### src/rtl/mem_port_arbiter.sv
// Two-port arbiter and sequencer for a single-port data memory (one transaction in flight).
// Define ARB_FIXED_PRIO_EN to make port 0 win every tie instead of round-robin.
module mem_port_arbiter #(
    parameter int unsigned WIDTH   = 64,
    parameter int unsigned ADDR_W  = 64,
    parameter int unsigned LATENCY = 1
) (
    input  logic              clock,
    input  logic              reset,
    input  logic              req0,
    input  logic              req1,
    input  logic [ADDR_W-1:0] addr0,
    input  logic [ADDR_W-1:0] addr1,
    input  logic [WIDTH-1:0]  wdata0,
    input  logic [WIDTH-1:0]  wdata1,
    input  logic              we0,
    input  logic              we1,
    input  logic              bwe0,
    input  logic              bwe1,
    output logic              gnt0,
    output logic              gnt1,
    output logic              done0,
    output logic              done1,
    output logic [WIDTH-1:0]  rdata0,
    output logic [WIDTH-1:0]  rdata1,
    output logic [ADDR_W-1:0] mem_addr,
    output logic [WIDTH-1:0]  mem_wdata,
    output logic              mem_word_we,
    output logic              mem_byte_we,
    input  logic [WIDTH-1:0]  mem_rdata,
    output logic              busy
);

    typedef enum logic [1:0] {StIdle, StAccess, StWait, StDone} state_e;

    state_e            state_q, state_d;
    logic [2:0]        cnt_q, cnt_d;
    logic              cmd_port_q;
    logic [ADDR_W-1:0] cmd_addr_q;
    logic [WIDTH-1:0]  cmd_wdata_q;
    logic              cmd_we_q;
    logic              cmd_bwe_q;
    logic [WIDTH-1:0]  rdata0_q, rdata1_q;
    logic              cmd_read;
    logic              grant_any;
    logic              grant_port;
    logic              tie_port;
    logic              capture;

    assign cmd_read = !cmd_we_q && !cmd_bwe_q;

`ifdef ARB_FIXED_PRIO_EN
    assign tie_port = 1'b0;
`else
    logic last_grant_q;

    always_ff @(posedge clock or negedge reset) begin
        if (!reset) begin
            last_grant_q <= 1'b1;
        end else if (grant_any) begin
            last_grant_q <= grant_port;
        end
    end

    assign tie_port = ~last_grant_q;
`endif

    // Grant is combinational in IDLE and gated by reset so it drops asynchronously.
    always_comb begin
        grant_any  = 1'b0;
        grant_port = 1'b0;
        if (reset && state_q == StIdle) begin
            if (req0 && req1) begin
                grant_any  = 1'b1;
                grant_port = tie_port;
            end else if (req0) begin
                grant_any  = 1'b1;
                grant_port = 1'b0;
            end else if (req1) begin
                grant_any  = 1'b1;
                grant_port = 1'b1;
            end
        end
    end

    always_ff @(posedge clock or negedge reset) begin
        if (!reset) begin
            state_q <= StIdle;
            cnt_q   <= '0;
        end else begin
            state_q <= state_d;
            cnt_q   <= cnt_d;
        end
    end

    always_comb begin
        state_d = state_q;
        cnt_d   = cnt_q;
        unique case (state_q)
            StIdle: begin
                if (grant_any) state_d = StAccess;
            end
            StAccess: begin
                if (!cmd_read || LATENCY == 1) begin
                    state_d = StDone;
                end else begin
                    state_d = StWait;
                    cnt_d   = 3'(LATENCY - 1);
                end
            end
            StWait: begin
                cnt_d = cnt_q - 3'd1;
                if (cnt_q == 3'd1) state_d = StDone;
            end
            StDone: begin
                state_d = StIdle;
            end
        endcase
    end

    always_ff @(posedge clock or negedge reset) begin
        if (!reset) begin
            cmd_port_q  <= 1'b0;
            cmd_addr_q  <= '0;
            cmd_wdata_q <= '0;
            cmd_we_q    <= 1'b0;
            cmd_bwe_q   <= 1'b0;
        end else if (grant_any) begin
            cmd_port_q  <= grant_port;
            cmd_addr_q  <= grant_port ? addr1 : addr0;
            cmd_wdata_q <= grant_port ? wdata1 : wdata0;
            cmd_we_q    <= grant_port ? we1 : we0;
            cmd_bwe_q   <= grant_port ? bwe1 : bwe0;
        end
    end

    // Read data is valid in cycle G+LATENCY: the ACCESS cycle itself or the last WAIT cycle.
    assign capture = (state_q == StAccess && cmd_read && LATENCY == 1) ||
                     (state_q == StWait && cnt_q == 3'd1);

    always_ff @(posedge clock or negedge reset) begin
        if (!reset) begin
            rdata0_q <= '0;
            rdata1_q <= '0;
        end else if (capture) begin
            if (cmd_port_q) begin
                rdata1_q <= mem_rdata;
            end else begin
                rdata0_q <= mem_rdata;
            end
        end
    end

    always_comb begin
        gnt0        = grant_any && !grant_port;
        gnt1        = grant_any && grant_port;
        busy        = state_q != StIdle;
        done0       = state_q == StDone && !cmd_port_q;
        done1       = state_q == StDone && cmd_port_q;
        mem_word_we = state_q == StAccess && cmd_we_q;
        mem_byte_we = state_q == StAccess && !cmd_we_q && cmd_bwe_q;
        mem_addr    = '0;
        mem_wdata   = '0;
        if (state_q == StAccess || state_q == StWait) mem_addr = cmd_addr_q;
        if (state_q == StAccess) mem_wdata = cmd_wdata_q;
    end

    assign rdata0 = rdata0_q;
    assign rdata1 = rdata1_q;

    a_gnt_excl : assert property (@(posedge clock) disable iff (!reset) !(gnt0 && gnt1));
    a_done_excl : assert property (@(posedge clock) disable iff (!reset) !(done0 && done1));
    a_we_excl : assert property (@(posedge clock) disable iff (!reset)
                                 !(mem_word_we && mem_byte_we));

endmodule

### config.mk
export PLATFORM = sky130hd
export DESIGN_NAME = mem_port_arbiter
export DESIGN_NICKNAME = d
export VERILOG_FILES = /design/src/rtl/mem_port_arbiter.sv
export SDC_FILE = /design/constraint.sdc
export NUM_CORES = 1
export LEC_CHECK = 0
export CAP_MARGIN = 20
export CORE_AREA = 2 2 229 231
export DETAILED_ROUTE_END_ITERATION = 8
export DIE_AREA = 0 0 231 233
export REMOVE_ABC_BUFFERS = 1
export SETUP_SLACK_MARGIN = 0.1
export SLEW_MARGIN = 5
export SYNTH_ARGS = -nofsm -noshare
export SYNTH_HDL_FRONTEND = slang
export SYNTH_SLANG_ARGS = --single-unit
### constraint.sdc
create_clock -name clock -period 2.9 [get_ports clock]
set_input_delay 0.725 -clock clock [delete_from_list [all_inputs] [get_ports clock]]
set_output_delay 0.725 -clock clock [all_outputs]
set_load 0.05 [all_outputs]
==> results.py, run 1 <==
metrics = {
    "critical_path": {
        "path_buf_inv": 3,
        "cp_cell_sequence": "inv_2 > ha_4 > clkbuf_16 > and2_4 > buf_12",
        "critPathLaunch": "state_q[1]",
        "cp_max_fo": 8,
        "cp_top_family": "buffers and inverters",
        "crit_arrival_ps": 2060,
        "worst-setup-path-type": "reg -> out",
        "r2r_slack_ps": 390,
        "required_ps": 2170,
        "cp_slowest_stage_delay_ps": 420,
        "crit_path_top_delay_cell": "ha_4",
        "cp-start-kind": "flop",
        "r2r-start": "state_q[0]",
        "endpoint_kind": "output pin",
    },
    "finish": {
        "finish.utilization": 0.429,
        "syn_to_final_growth_pct": 73.9,
        "nets": 2079,
        "drive_gt1_frac": 0.236,
        "regArea_um2": 6630,
        "layout_common_cells": "clkdlybuf4s50_1 (454), dfrtp_1 (263), buf_12 (146), nor2_1 (132)",
        "multiInputGateArea_um2": 5560,
        "final_common_cell": "clkdlybuf4s50_1",
        "nFillCells": 4882,
    },
    "timing": {
        "grt_setup_unrepaired": "yes",
        "tns_ps": 0,
        "hold_viol": 0,
        "tightest_slew_ps": 868,
        "max-slew-margin-rel": 0.422,
        "fin_worst_skew_ps": 24.5,
        "clock.fmax_mhz": 359,
        "period_needed_ps": 2790,
        "setup_viol": 0,
        "slew_violations": 0,
        "period_share": 0.962,
    },
    "drt": {
        "finalWirelength_um": 51800,
        "routedWlPerCell_um": 21.1,
        "wl_met2_um": 26300,
        "vias_per_cell": 4.66,
        "wl_met3_um": 4820,
        "drtIter0Drc": 567,
        "routed.top_layer": "met5",
        "dr.pass1.iters": 5,
        "vias": 11400,
        "ant_nets": 0,
        "drc": 0,
        "met1_length_um": 19500,
    },
    "yosys": {
        "seq_area_frac_synth": 0.527,
        "ys_seq_elements": 265,
        "yosys_warnings": 0,
        "syn_avg_cell_area_um2": 10.5,
        "syn_inst": 1195,
        "synth_cell_types": 34,
        "netlist_area_um2": 12600,
    },
    "cts": {
        "cts_tree": "yes",
        "clkTransAtPathRegs_ps": 70,
        "numClockSinks": 265,
        "clkLatencyLatePin_ps": 580,
        "clockRootBuffer": "clkbuf_16",
        "cts_buffer_depth": 3,
        "cts-buffers-inserted": 31,
        "htreeDepth": 1,
    },
    "global_routing": {
        "grtUsageTotal": 0.178,
        "grt_pass1_wl_um": 73400,
        "grt_pass1_vias": 11600,
        "antenna_found_initial": 10,
        "grt_remaining_overflow": 0,
        "grt_max_degree": 162,
    },
    "power_and_ir_drop": {
        "ir_worst_vdd_mv": 0.936,
        "power_density_nw_per_um2": 1520,
        "internal_power_mw": 17.9,
        "pwr-share-seq": 0.198,
        "p_sw_frac": 0.463,
        "comb_power_share": 0.683,
        "p_leak_nw": 8.83,
        "p_switching_mw": 15.4,
        "pwr-share-clk": 0.118,
    },
    "hold_path": {
        "worstHoldPathType": "in -> async",
    },
    "floorplan": {
        "dieWidth_um": 231,
        "die_h_um": 233,
        "die_area_um2": 53800,
        "start_util": 0.246,
        "pin_count": 591,
        "row_count": 83,
        "core_area_um2": 51100,
    },
    "placed_design": {
        "finalWeightedCongestion": 0.833,
        "buffer_ports.inserted": 590,
        "dp.final_hpwl_um": 35500,
    },
    "outcome": {
        "status": "completed",
    },
    "run": {
        "cap_violations": 0,
    },
}
[final timing paths]
path / end / cells after the start
min in group clock: cnt_q[2] / 1
max reg2reg: rdata1[49] / 6
min: last_grant_q / 1
max in group asynchronous: cmd_addr_q[56] / 3
min reg2reg: cnt_q[2] / 1
max: mem_addr[27] / 5
[area by class of cell]
class,count,area share
Multi-Input combinational cell,811,0.254
Antenna cell,6,0.000685
Inverter,6,0.00103
Clock buffer,45,0.0406
Sequential cell,265,0.303
Clock inverter,13,0.00611
Tap cell,680,0.0388
Timing Repair Buffer,630,0.356
[routing by layer]
layer | vias up | GRT usage
li1 | 5313 | -
met1 | 5584 | 0.202
met2 | 466 | 0.311
met3 | 66 | 0.0626
met4 | 4 | 0.0571
met5 | - | 0
[synthesized netlist by cell type (all sizes together)]
library cell	instances	area (µm²)
dfrtp	264	6610
nor2	132	495
and2	131	820
a31oi	130	813
nand3	130	651
o21ai	130	651
mux2	129	1680
clkbuf	85	319
buf	28	265
nand2	7	26.3
ha	6	75.1
inv	6	22.5
a21bo	2	20.0
a21oi	2	21.3
a21boi	1	11.3
a22oi	1	7.51
and3b	1	8.76
dfstp	1	26.3
mux2i	1	10.0
nand2b	1	6.26
nand3b	1	7.51
nor2b	1	6.26
o211a	1	10.0
o211ai	1	7.51
or3b	1	11.3
xnor2	1	8.76
xor2	1	8.76
[worst register-to-register path: stages, from the launching register on]
cell and delay (ps):
dfrtp_2 410, inv_2 80, ha_1 280, nand3b_1 220
a21bo_4 650, buf_12 360, mux2_4 370
[power groups by stage]
stage | Sequential (mW) | Combinational, mW | Clock (mW)
final | 6.62 | 22.8 | 3.94
after floorplan | 9.68 | 8.52 | 0
after detailed placement | 6.66 | 21.7 | 0
after global routing | 6.88 | 23.8 | 4.21
after global placement | 6.56 | 21.6 | 0
after CTS | 6.62 | 22.2 | 4.06
[sequential cells by signal, indices dropped and copies added (netlist names)]
signal,cells
cmd_wdata_q,64
rdata1,64
cmd_port_q,1
cmd_bwe_q,1
last_grant_q,1
cmd_we_q,1
rdata0,64
cnt_q,3
cmd_addr_q,64
state_q,2
[per-stage QoR]
stage | hold slack (ps) | worst slack (ps) | std cells | power, mW | cell area (µm²)
4_1_cts | 102 | 12.3 | 2440 | 32.9 | 21700
2_1_floorplan | 429 | -2260 | 1082 | 18.2 | 12000
3_3_place_gp | 467 | 260 | 2381 | 28.1 | 20500
6_report | 127 | 111 | 2456 | 33.4 | 21900
5_1_grt | 110 | 44.5 | 2455 | 34.9 | 21900
3_5_place_dp | 472 | 233 | 2381 | 28.3 | 20500
[cells by family after synthesis]
logic type                 Yosys count  share of synthesized area
buffers and inverters              119                     0.0482
adders and majority gates            6                    0.00596
DFF                                265                      0.527
and+or+nand+nor                    405                      0.161
AOI/OAI and AO/OA                  268                      0.122
muxes                              130                      0.134
xor gates and xnor gates             2                    0.00139
[what timing repair did]
| action | CTS | global route |
|---|---|---|
| endpoints found under the setup margin | 129 | 125 |
| resized for setup | 56 | 16 |
| setup buffers | 0 | 2 |
| endpoints found under the hold margin | 15 | 0 |
| gates cloned | 0 | 8 |
| pin swaps | 44 | 4 |
| hold buffers | 1 | 0 |
(Power assumes the default switching activity.)
==> run 2: changes to the inputs <==
--- a/config.mk
+++ b/config.mk
@@ -9,9 +9,10 @@
 export CORE_AREA = 2 2 229 231
 export DETAILED_ROUTE_END_ITERATION = 8
 export DIE_AREA = 0 0 231 233
+export MAX_ROUTING_LAYER = met4
 export REMOVE_ABC_BUFFERS = 1
 export SETUP_SLACK_MARGIN = 0.1
-export SLEW_MARGIN = 5
+export SKIP_LAST_GASP = 1
 export SYNTH_ARGS = -nofsm -noshare
 export SYNTH_HDL_FRONTEND = slang
 export SYNTH_SLANG_ARGS = --single-unit
==> results.py, run 2 (synthesis gave the netlist of run 1 again) <==
metrics = {
    "cts": {
        "clockRootBuffer": "clkbuf_16",
        "numClockSinks": 265,
        "cts_tree": "yes",
        "cts_buffer_depth": 3,
        "clkTransAtPathRegs_ps": 70,
        "htreeDepth": 1,
        "clkLatencyLatePin_ps": 580,
        "cts-buffers-inserted": 31,
    },
    "placed_design": {
        "post-place-ws_ps": 233,
        "dpl_cell_area_um2": 20500,
        "buffer_ports.inserted": 590,
        "finalWeightedCongestion": 0.846,
        "dp.final_hpwl_um": 35500,
    },
    "critical_path": {
        "endpoint_kind": "output pin",
        "r2r_end": "rdata1[49]",
        "required_ps": 2170,
        "worst-setup-path-type": "reg -> out",
        "cp-start-kind": "flop",
        "r2r_slack_ps": 360,
        "cp_max_fo": 33,
        "crit_arrival_ps": 2040,
        "rr_worst_depth": 6,
        "r2r-start": "state_q[0]",
    },
    "timing": {
        "period_needed_ps": 2760,
        "setup_viol": 0,
        "tightest_slew_ps": 893,
        "period_share": 0.952,
        "worst_slack_ps": 140,
        "slew_violations": 0,
        "max-slew-margin-rel": 0.405,
        "tns_ps": 0,
        "hold_viol": 0,
        "whs_ps": 123,
        "fin_worst_skew_ps": 26.0,
        "clock.fmax_mhz": 362,
        "grt_setup_unrepaired": "yes",
    },
    "floorplan": {
        "row_count": 83,
        "core_area_um2": 51100,
        "die_area_um2": 53800,
        "pin_count": 591,
        "start_util": 0.246,
        "die_h_um": 233,
        "dieWidth_um": 231,
    },
    "drt": {
        "vias": 11400,
        "drc": 0,
        "finalWirelength_um": 51000,
        "ant_nets": 0,
        "routedWlPerCell_um": 20.8,
        "vias_per_cell": 4.65,
        "dr.pass1.iters": 5,
        "drtIter0Drc": 543,
    },
    "finish": {
        "drive_gt1_frac": 0.206,
        "syn_to_final_growth_pct": 72.4,
        "final_common_cell": "clkdlybuf4s50_1",
        "layout_common_cells": "clkdlybuf4s50_1 (454), dfrtp_1 (264), buf_12 (145), nor2_1 (132)",
        "stdcell_area_um2": 21700,
        "nets": 2076,
    },
    "power_and_ir_drop": {
        "p_leak_nw": 8.70,
        "power_density_nw_per_um2": 1500,
        "ir_worst_vdd_mv": 0.825,
        "report.power.total_mw": 32.5,
    },
    "global_routing": {
        "grt_pass1_vias": 11600,
        "grt_max_degree": 162,
        "antenna_found_initial": 10,
        "grt_pass1_wl_um": 73100,
        "grt_remaining_overflow": 0,
        "grtUsageTotal": 0.183,
    },
    "hold_path": {
        "worstHoldPathType": "in -> async",
    },
    "outcome": {
        "status": "completed",
    },
    "run": {
        "cap_violations": 0,
    },
}
-- run 2: cell types whose count changed in the layout (fill, tap and decap cells not counted), sizes merged --
cell	delta
buf	-1
clkbuf	-2
diode	+3
-- run 2: cell type report --
class / instances / area (µm²)
clock buffers: 45 / 888
flip-flops and latches: 265 / 6630
repair buffers: 627 / 7730
multi-input cells: 811 / 5440
diodes: 9 / 22.5
fillers: 4895 / 29400
clock inverters: 13 / 134
inverters: 6 / 22.5
well taps: 680 / 851
-- run 2: worst max path at each step --
| stage | from | end | slack, ps |
|---|---|---|---|
| final | state_q[1] | mem_addr[31] | 140 |
| after global routing | state_q[1] | mem_addr[31] | 70 |
| after CTS | state_q[1] | mem_wdata[14] | -60 |
| after detailed placement | req1 | gnt1 | 230 |
| after global placement | req1 | gnt1 | 260 |
| after floorplan | req0 | gnt0 | -2260 |
-- run 2: power by group --
| group | total, mW | switching (mW) | leakage (nW) | internal [mW] |
|---|---|---|---|---|
| sequential | 6.58 | 0.985 | 3.02 | 5.60 |
| clock | 3.95 | 1.64 | 0.496 | 2.30 |
| combinational | 21.9 | 12.6 | 5.18 | 9.33 |
-- run 2: worst max-delay path, stage by stage, from the launching register on --
cell and delay, ps:
dfrtp_1 410, inv_2 90, ha_4 330, buf_12 190, and2_1 230, buf_12 150
-- run 2: metrics by stage --
step,instances,utilization
after detailed placement,2381,0.401
final,2456,0.425
after floorplan,1082,-
after global routing,2455,0.425
after CTS,2440,0.422
after global placement,2381,0.401
-- run 2: metal layers --
layer  share of wire  track usage  vias up  wire length, µm
met2            0.51        0.310      475            25800
met4           0.022       0.0565        0             1100
li1                -            -     5302                -
met1            0.38        0.205     5584            19500
met5               0            -        -                0
met3           0.091       0.0580       63             4650
-- run 2: timing repair --
| item | CTS | global route |
|---|---|---|
| hold endpoints to repair | 15 | 0 |
| hold buffers | 1 | 0 |
| buffers inserted | 0 | 3 |
| pin swaps | 0 | 1 |
| endpoints found under the setup margin | 129 | 127 |
| gates cloned | 0 | 4 |
| gates resized for setup | 6 | 12 |
